## config.mk

```make
export PLATFORM = sky130hd
export DESIGN_NAME = seg7_scan_flat
export DESIGN_NICKNAME = d
export VERILOG_FILES = /design/src/rtl/seg7_scan_if.sv /design/src/rtl/seg7_scan.sv /design/src/flat_wrapper.sv
export SDC_FILE = /design/constraint.sdc
export NUM_CORES = 1
export LEC_CHECK = 0
export ABC_AREA = 0
export CAP_MARGIN = 20
export CORE_UTILIZATION = 60
export CTS_BUF_LIST = sky130_fd_sc_hd__clkbuf_4 sky130_fd_sc_hd__clkbuf_8
export DETAILED_ROUTE_END_ITERATION = 7
export PLACE_DENSITY = 0.89
export SLEW_MARGIN = 20
export SYNTH_ARGS = -nofsm -noshare
export SYNTH_HDL_FRONTEND = slang
export SYNTH_SLANG_ARGS = --single-unit
```

## constraint.sdc

```tcl
create_clock -name clk -period 3.3 [get_ports clk]
set_input_delay 0.66 -clock clk [delete_from_list [all_inputs] [get_ports clk]]
set_output_delay 0.66 -clock clk [all_outputs]
set_load 0.01 [all_outputs]
```

## src/rtl/seg7_scan_if.sv

```systemverilog
// rtl/seg7_scan_if.sv - control and display signal bundle for seg7_scan
interface seg7_scan_if;
  logic        en;
  logic        wr_en;
  logic [15:0] wr_data;
  logic        pend;
  logic        wr_ack;
  logic        frame;
  logic [3:0]  dig_data;
  logic [3:0]  an;

  modport master (
    output en, wr_en, wr_data,
    input  pend, wr_ack, frame, dig_data, an
  );

  modport slave (
    input  en, wr_en, wr_data,
    output pend, wr_ack, frame, dig_data, an
  );
endinterface

```

## src/rtl/seg7_scan.sv

```systemverilog
// rtl/seg7_scan.sv - four-digit multiplexed 7-segment scanner with frame-synchronous updates
module seg7_scan #(
  parameter int DIV  = 1000,
  parameter int DEAD = 8
) (
  input  logic        clk,
  input  logic        rst_n,
  seg7_scan_if.slave  bus
);

  typedef enum logic [1:0] {ST_OFF, ST_DEAD, ST_SHOW} state_t;

  localparam logic [15:0] DEAD_LAST = 16'(DEAD - 1);
  localparam logic [15:0] DIV_LAST  = 16'(DIV - 1);

  state_t      r_state;
  logic [1:0]  r_idx;
  logic [15:0] r_cnt;
  logic [15:0] r_disp;
  logic [15:0] r_pending;
  logic        r_pend;
  logic        r_wr_ack;
  logic        r_frame;
  logic [3:0]  r_an;
  logic [3:0]  r_dig;

  state_t      w_state_nxt;
  logic [1:0]  w_idx_nxt;
  logic [15:0] w_cnt_nxt;
  logic        w_boundary;
  logic [15:0] w_disp_nxt;
  logic [15:0] w_pending_nxt;
  logic        w_pend_nxt;
  logic        w_ack_nxt;
  logic [3:0]  w_an_nxt;
  logic [3:0]  w_dig_nxt;

  // Next scan position; a boundary is any entry into DEAD at digit 0
  always_comb begin
    w_state_nxt = r_state;
    w_idx_nxt   = r_idx;
    w_cnt_nxt   = r_cnt;
    w_boundary  = 1'b0;
    case (r_state)
      ST_OFF: begin
        w_idx_nxt = 2'd0;
        w_cnt_nxt = 16'd0;
        if (bus.en) begin
          w_state_nxt = ST_DEAD;
          w_boundary  = 1'b1;
        end
      end
      ST_DEAD: begin
        if (!bus.en) begin
          w_state_nxt = ST_OFF;
          w_idx_nxt   = 2'd0;
          w_cnt_nxt   = 16'd0;
        end else if (r_cnt == DEAD_LAST) begin
          w_state_nxt = ST_SHOW;
          w_cnt_nxt   = 16'd0;
        end else begin
          w_cnt_nxt = r_cnt + 16'd1;
        end
      end
      ST_SHOW: begin
        if (!bus.en) begin
          w_state_nxt = ST_OFF;
          w_idx_nxt   = 2'd0;
          w_cnt_nxt   = 16'd0;
        end else if (r_cnt == DIV_LAST) begin
          w_state_nxt = ST_DEAD;
          w_cnt_nxt   = 16'd0;
          w_idx_nxt   = r_idx + 2'd1;
          w_boundary  = (r_idx == 2'd3);
        end else begin
          w_cnt_nxt = r_cnt + 16'd1;
        end
      end
      default: begin
        w_state_nxt = ST_OFF;
        w_idx_nxt   = 2'd0;
        w_cnt_nxt   = 16'd0;
      end
    endcase
  end

  // Display/pending update: apply at the boundary first, then a same-edge write lands in pending
  always_comb begin
    w_disp_nxt    = r_disp;
    w_pending_nxt = r_pending;
    w_pend_nxt    = r_pend;
    w_ack_nxt     = 1'b0;
    if (w_boundary && r_pend) begin
      w_disp_nxt = r_pending;
      w_pend_nxt = 1'b0;
      w_ack_nxt  = 1'b1;
    end
    if (bus.wr_en) begin
      if (r_state == ST_OFF && !w_boundary) begin
        // Blank display: no frame to tear, so the value goes straight to disp
        w_disp_nxt = bus.wr_data;
        w_pend_nxt = 1'b0;
        w_ack_nxt  = 1'b1;
      end else begin
        w_pending_nxt = bus.wr_data;
        w_pend_nxt    = 1'b1;
      end
    end
  end

  // Output values for the cycle after the edge, derived from the next state
  always_comb begin
    w_an_nxt = 4'b1111;
    if (w_state_nxt == ST_SHOW) begin
      case (w_idx_nxt)
        2'd0:    w_an_nxt = 4'b1110;
        2'd1:    w_an_nxt = 4'b1101;
        2'd2:    w_an_nxt = 4'b1011;
        default: w_an_nxt = 4'b0111;
      endcase
    end
    case (w_idx_nxt)
      2'd0:    w_dig_nxt = w_disp_nxt[3:0];
      2'd1:    w_dig_nxt = w_disp_nxt[7:4];
      2'd2:    w_dig_nxt = w_disp_nxt[11:8];
      default: w_dig_nxt = w_disp_nxt[15:12];
    endcase
  end

  // State and registered outputs
  always_ff @(posedge clk) begin
    if (!rst_n) begin
      r_state   <= ST_OFF;
      r_idx     <= 2'd0;
      r_cnt     <= 16'd0;
      r_disp    <= 16'd0;
      r_pending <= 16'd0;
      r_pend    <= 1'b0;
      r_wr_ack  <= 1'b0;
      r_frame   <= 1'b0;
      r_an      <= 4'b1111;
      r_dig     <= 4'd0;
    end else begin
      r_state   <= w_state_nxt;
      r_idx     <= w_idx_nxt;
      r_cnt     <= w_cnt_nxt;
      r_disp    <= w_disp_nxt;
      r_pending <= w_pending_nxt;
      r_pend    <= w_pend_nxt;
      r_wr_ack  <= w_ack_nxt;
      r_frame   <= w_boundary;
      r_an      <= w_an_nxt;
      r_dig     <= w_dig_nxt;
    end
  end

  assign bus.pend     = r_pend;
  assign bus.wr_ack   = r_wr_ack;
  assign bus.frame    = r_frame;
  assign bus.dig_data = r_dig;
  assign bus.an       = r_an;

endmodule
```

## src/flat_wrapper.sv

```systemverilog
// flat-port wrapper written by rule: the top's interface ports become plain ports
module seg7_scan_flat 
#(
  parameter int DIV  = 1000,
  parameter int DEAD = 8
)
  (clk, rst_n, bus_en, bus_wr_en, bus_wr_data, bus_pend, bus_wr_ack, bus_frame, bus_dig_data, bus_an);
  seg7_scan_if bus_i ();
  input  logic clk;
  input  logic rst_n;
  input wire logic [$bits(bus_i.en)-1:0] bus_en;
  input wire logic [$bits(bus_i.wr_en)-1:0] bus_wr_en;
  input wire logic [$bits(bus_i.wr_data)-1:0] bus_wr_data;
  output wire logic [$bits(bus_i.pend)-1:0] bus_pend;
  output wire logic [$bits(bus_i.wr_ack)-1:0] bus_wr_ack;
  output wire logic [$bits(bus_i.frame)-1:0] bus_frame;
  output wire logic [$bits(bus_i.dig_data)-1:0] bus_dig_data;
  output wire logic [$bits(bus_i.an)-1:0] bus_an;
  assign bus_i.en = bus_en;
  assign bus_i.wr_en = bus_wr_en;
  assign bus_i.wr_data = bus_wr_data;
  assign bus_pend = bus_i.pend;
  assign bus_wr_ack = bus_i.wr_ack;
  assign bus_frame = bus_i.frame;
  assign bus_dig_data = bus_i.dig_data;
  assign bus_an = bus_i.an;
  seg7_scan #(.DIV(DIV), .DEAD(DEAD)) u_core (.clk(clk), .rst_n(rst_n), .bus(bus_i));
endmodule
```

==> results of run 1 <==
[synth_stat cells (3+ instances only)]
library cell / n
a21boi_0: 18
a21oi_1: 5
a221oi_1: 4
a311oi_1: 6
and2_1: 4
and3b_1: 4
buf_6: 3
clkbuf_1: 13
dfxtp_1: 63
ha_1: 6
inv_1: 14
nand2_1: 49
nand3_1: 11
nand3b_1: 6
nand4_1: 4
nor2_1: 35
o211a_1: 8
o211ai_1: 8
o21ai_0: 14
o21ai_1: 4
o221ai_1: 4
o22a_1: 4
or3_1: 7
xnor2_1: 4
xor2_1: 7
[final timing paths]
check	start	end	slack (ns)	cells past startpoint
setup / recovery	u_core.r_state[0]	u_core.bus.dig_data[3]	0.65	8
hold / removal	u_core.r_pending[10]	u_core.r_pending[10]	0.47	2
setup reg to reg	u_core.r_state[0]	u_core.bus.dig_data[3]	0.65	8
hold reg to reg	u_core.r_pending[10]	u_core.r_pending[10]	0.47	2
[sequential cells by signal (all words and copies together), names as in the netlist]
name,cells
u_core.r_cnt,16
u_core.r_pending,16
u_core.bus.frame,1
u_core.bus.wr_ack,1
u_core.r_state,2
u_core.r_idx,2
u_core.bus.pend,1
u_core.r_disp,16
u_core.bus.an,4
u_core.bus.dig_data,4
[cell families (layout without fill, tap and decap cells)]
kind of cell,after synthesis,count (layout),share of synthesized area (%)
AO/OA/AOI/OAI,84,84,22.2
AND/OR/NAND/NOR,140,140,24.3
adder cells (fa/ha/maj),6,6,2.55
buffers and inverters,32,60,4.92
XOR/XNOR,11,11,3.27
flip-flops,63,63,42.8
[worst register-to-register path, cell delays in order, from the launching register on]
cell	delay, ns
dfxtp_1	0.36
inv_1	0.10
ha_1	0.30
and4_1	0.25
nand4_1	0.27
o21a_1	0.48
o22a_1	0.32
a221oi_1	0.32
a311oi_1	0.09
[area by class of cell]
type                    count  area share, %
flip-flops and latches     63           36.7
repair buffers             33           9.40
clock buffers              12           4.81
multi-input cells         241           44.9
clock inverters             1          0.146
inverters                  14           1.53
well taps                  67           2.44
[per-stage QoR]
stage	utilization [%]	power [mW]
after floorplan	-	0.931
after global placement	69.1	0.989
after detailed placement	69.1	0.994
after CTS	72.7	1.58
after global routing	72.7	1.63
final	72.7	1.57
[per-layer routing]
metal | routed length (µm) | vias up | track usage, %
li1 | - | 1246 | -
met1 | 2890 | 1204 | 32.6
met4 | 79 | 0 | 11.3
met2 | 3310 | 69 | 45.6
met3 | 309 | 8 | 7.92
met5 | 0 | - | 0
[power by group through the flow]
stage / Combinational, mW / Sequential (mW) / Clock [mW]
floorplan: 0.107 / 0.824 / 0
global placement: 0.164 / 0.824 / 0
detailed placement: 0.169 / 0.825 / 0
CTS: 0.169 / 0.809 / 0.600
global route: 0.188 / 0.811 / 0.632
finish: 0.170 / 0.809 / 0.591
==> impl_metrics.json, run 1 <==
{
  "status": "complete, no violations",
  "floorplan.die.width_um": 72.1,
  "internal_power_mw": 1.20,
  "vias_per_cell": 5.86,
  "hp-class": "reg2reg",
  "firstDrtPassIters": 4,
  "worst_slack_ns": 0.648,
  "max_freq_mhz": 377,
  "multi_input_area_um2": 1540,
  "vias": 2527,
  "cap_violations": 0,
  "core_um2": 4720,
  "grt-ovfl-total": 0,
  "fin_crit_ns": 2.65,
  "final_cell_mix": "63 x dfxtp_1, 49 x nand2_1, 35 x nor2_1",
  "setup.worst_path.class": "reg2reg",
  "seq_power_share_pct": 51.5,
  "fin_area_um2": 3430,
  "dp.cells": 418,
  "tritoncts": "done",
  "drcViolationCount": 0,
  "place_worst_setup_slack_ns": 0.424,
  "path_cells": "inv_1 -> ha_1 -> and4_1 -> nand4_1 -> o21a_1 -> o22a_1 -> a221oi_1 -> a311oi_1",
  "synthArstFlopShare_pct": 0,
  "ioPinCount": 31,
  "maxSlewHeadroom_pct": 57.5,
  "placed_area_um2": 3260,
  "diodes": 0,
  "ctsHoldBuffers": 0,
  "path_buf_inv": 1,
  "fp.dieArea_um2": 5200,
  "finalNetCount": 388,
  "fillers": 349,
  "whs_ns": 0.466,
  "swShare_pct": 23.8,
  "final_cell_count_no_fill": 431,
  "netlist_top_cells_area": "dfxtp_1 43%, nand2_1 6.2%, a21boi_0 4.6%",
  "leakagePower_nw": 1.26,
  "report.final.slew_viol_count": 0,
  "finClkSkew_ns": 0.00990,
  "tightest_slew_ns": 0.638,
  "cts.clk_slew.worst_paths_ns": 0.07,
  "track_usage_pct": 27.2,
  "p_comb_share_pct": 10.9,
  "synth_area_leader_cell": "dfxtp_1",
  "fin_tns_setup_ns": 0,
  "cp.arrival_ns": 2.83,
  "ys_ff_latch": 63,
  "cts_max_path_buffers": 2,
  "layout_commonest_cell": "dfxtp_1",
  "grt_setup_unrepaired": "no",
  "clkSinkCount": 63,
  "layout.area.seq_um2": 1260,
  "ys_warn_count": 0,
  "dp_hpwl_mm": 4.48,
  "worstPathRequired_ns": 3.48,
  "syn_area_um2": 2950,
  "grt_pass1_wl_mm": 10.9,
  "worstSetupStartpointType": "register",
  "p_switching_mw": 0.373,
  "grt_max_degree": 40,
  "cp_slowest_stage_delay_ns": 0.48,
  "synth_edf_count": 0,
  "globalplace.congestion": 0.838,
  "cp_max_fo": 17,
  "postRouteAntennaNets": 0,
  "cellPowerDensity_nw_per_um2": 457,
  "drtIter0Drc": 153,
  "start_util_pct": 62.4,
  "drive_gt1_share_pct": 7.42,
  "synthFlopType": "dfxtp_1",
  "synth_top_area_share_pct": 42.8,
  "insertion_delay_ns": 0.33,
  "synth_nets": 362,
  "die_h_um": 72.1,
  "synth_seq_area_share_pct": 42.8,
  "cp_slowest_cell": "o21a_1",
  "std_cell_rows": 25,
  "postCtsSetupBuffers": 0,
  "wl_per_cell_um": 15.3,
  "end_kind": "register",
  "hold_viol_final": 0,
  "cp_top_family": "compound AO/OA/AOI/OAI gates",
  "setup_violations": 0,
  "clock_power_share_pct": 37.6,
  "fin_crit_sh_pct": 80.4,
  "ys_types": 48,
  "synth_cells": 336,
  "antenna_found_initial": 0,
  "htree_num_levels": 3,
  "wl_mm": 6.59,
  "avgSynthCellArea_um2": 8.78,
  "port_buffers": 30,
  "numCtsBuffers": 9,
  "root_buffer": "clkbuf_8",
  "syn_to_final_growth_pct": 16.4,
  "cts_resized": 0,
  "grt_pass1_vias": 2377,
  "ir_drop_mv": 0.300
}
Power figures use the tool's default switching activity.
==> run 2: changes to the inputs <==
Settings changed: CORE_UTILIZATION 60 to 53, PLACE_DENSITY 0.89 to 0.83.
Clock period 3.3 ns to 2.3 ns, I/O delays scaled along.
==> impl_metrics.json, run 2 (synthesis results as in run 1) <==
{
  "status": "complete, but fails checks",
  "violations": "setup timing",
  "std_cell_rows": 26,
  "tightest_slew_ns": 0.663,
  "globalplace.congestion": 0.824,
  "p_total_mw": 2.56,
  "root_buffer": "clkbuf_8",
  "ir_drop_mv": 0.581,
  "max_freq_mhz": 434,
  "p_switching_mw": 0.620,
  "worstPathRequired_ns": 2.51,
  "fin_crit_ns": 2.31,
  "cp_max_fo": 4,
  "drive_gt1_share_pct": 22.8,
  "report.final.slew_viol_count": 0,
  "seq_power_share_pct": 45.2,
  "hp-class": "reg2reg",
  "r2r_slack_ns": -0.006,
  "hold_viol_final": 0,
  "diodes": 0,
  "htree_num_levels": 3,
  "fin_crit_sh_pct": 100,
  "grt_max_degree": 41,
  "cp.arrival_ns": 2.52,
  "cts_max_path_buffers": 2,
  "cellPowerDensity_nw_per_um2": 643,
  "largestRegisters": "u_core.r_cnt (16), u_core.r_disp (16), u_core.r_pending (16)",
  "floorplan.die.width_um": 76.6,
  "worstSetupStartpointType": "register",
  "clkSinkCount": 63,
  "end_kind": "register",
  "drcViolationCount": 0,
  "ioPinCount": 31,
  "ctsHoldBuffers": 0,
  "grt_pass1_vias": 2737,
  "regToRegEndpoint": "u_core.bus.dig_data[0]",
  "die_h_um": 76.6,
  "start_util_pct": 56.3,
  "clock_power_share_pct": 42.7,
  "setup.worst_path.class": "reg2reg",
  "fp.dieArea_um2": 5870,
  "antenna_found_initial": 0,
  "setup_violations": 2,
  "wl_per_cell_um": 16.2,
  "tritoncts": "done",
  "core_um2": 5240,
  "cts.clk_slew.worst_paths_ns": 0.07,
  "syn_to_final_growth_pct": 35.2,
  "p_comb_share_pct": 12.1,
  "finClkSkew_ns": 0.0110,
  "worst_slack_ns": -0.00595,
  "drtIter0Drc": 186,
  "vias": 2806,
  "postRouteAntennaNets": 0,
  "leakagePower_nw": 1.56,
  "firstDrtPassIters": 4,
  "grt-ovfl-total": 0,
  "grt_pass1_wl_mm": 12.8,
  "maxSlewHeadroom_pct": 55.8,
  "final_cell_count_no_fill": 486,
  "finalNetCount": 437,
  "vias_per_cell": 5.77,
  "insertion_delay_ns": 0.35,
  "track_usage_pct": 28.2,
  "final_cell_mix": "59 x dfxtp_1, 50 x buf_4, 49 x nand2_1",
  "port_buffers": 30,
  "crit_start": "u_core.r_cnt[12]",
  "fin_util_pct": 76.1,
  "rr_startpoint": "u_core.r_cnt[12]",
  "internal_power_mw": 1.94,
  "swShare_pct": 24.2,
  "layout_commonest_cell": "dfxtp_1",
  "wl_mm": 7.88,
  "cap_violations": 0,
  "dp.cells": 461,
  "grt_setup_unrepaired": "yes",
  "dp_hpwl_mm": 5.29,
  "numCtsBuffers": 9,
  "reg2reg_depth": 6,
  "crit_end": "u_core.bus.dig_data[0]"
}
[run 2: cell count changes in the layout (fill, tap and decap cells not counted), sizes merged]
cell,previous run,this run
bufinv,0,2
buf,3,52
clkbuf,12,11
clkinv,1,2
clkinvlp,0,1
[run 2: area by class of cell]
type                       instances  area (µm²)
inverter                          14        52.6
multi-input combinational        241        1650
timing repair buffer              82         707
clock buffer                      11         145
tap                               70        87.6
fill                             342        1250
clock inverter                     5        81.3
sequential                        63        1270
[run 2: per-layer routing]
layer,GRT usage (%),vias up,share of wire [%]
li1,-,1343,-
met3,5.03,20,4.8
met1,36.3,1352,45
met2,44.4,91,48
met5,0,-,0
met4,16.0,0,2.8
[run 2: timing repair]
action                                  4_1_cts  5_1_grt
resized for setup                            10       14
pin swaps                                     6        8
gates cloned                                  0        0
endpoints found under the hold margin         0        0
buffers inserted                              5        4
endpoints found under the setup margin        6        8
[run 2: worst min-delay path by stage]
stage                                     from                    to  slack, ns  cells after the start
final                     u_core.r_pending[12]  u_core.r_pending[12]       0.47                      2
after global routing       u_core.r_pending[0]   u_core.r_pending[0]       0.49                      2
after CTS                 u_core.r_pending[12]  u_core.r_pending[12]       0.47                      2
after detailed placement  u_core.r_pending[12]  u_core.r_pending[12]       0.46                      2
after global placement    u_core.r_pending[12]  u_core.r_pending[12]       0.45                      2
after floorplan                u_core.r_cnt[0]       u_core.r_cnt[0]       0.43                      1
[run 2: power by group through the flow]
stage,clock network [mW],logic (mW),registers (mW)
3_3_place_gp,0,0.278,1.18
2_1_floorplan,0,0.153,1.18
4_1_cts,1.10,0.295,1.16
3_5_place_dp,0,0.288,1.18
5_1_grt,1.14,0.337,1.16
6_report,1.10,0.310,1.16
[run 2: per-stage QoR]
| step | hold WS (ns) | area, µm² | worst slack, ns | setup TNS, ns |
|---|---|---|---|---|
| 3_5_place_dp | 0.458 | 3580 | -0.163 | -0.453 |
| 3_3_place_gp | 0.450 | 3580 | -0.0208 | -0.0208 |
| 5_1_grt | 0.487 | 3990 | -0.0346 | -0.0939 |
| 6_report | 0.466 | 3990 | -0.00595 | -0.00818 |
| 2_1_floorplan | 0.430 | 2950 | 0.141 | 0 |
| 4_1_cts | 0.468 | 3890 | 0.000428 | 0 |
[run 2: critical path, stage by stage (launching register included)]
cell      delay [ns]
dfxtp_4         0.35
or4_4           0.58
nor4_4          0.41
a311oi_4        0.18
or3_4           0.44
o21ai_2         0.15
a311oi_2        0.06
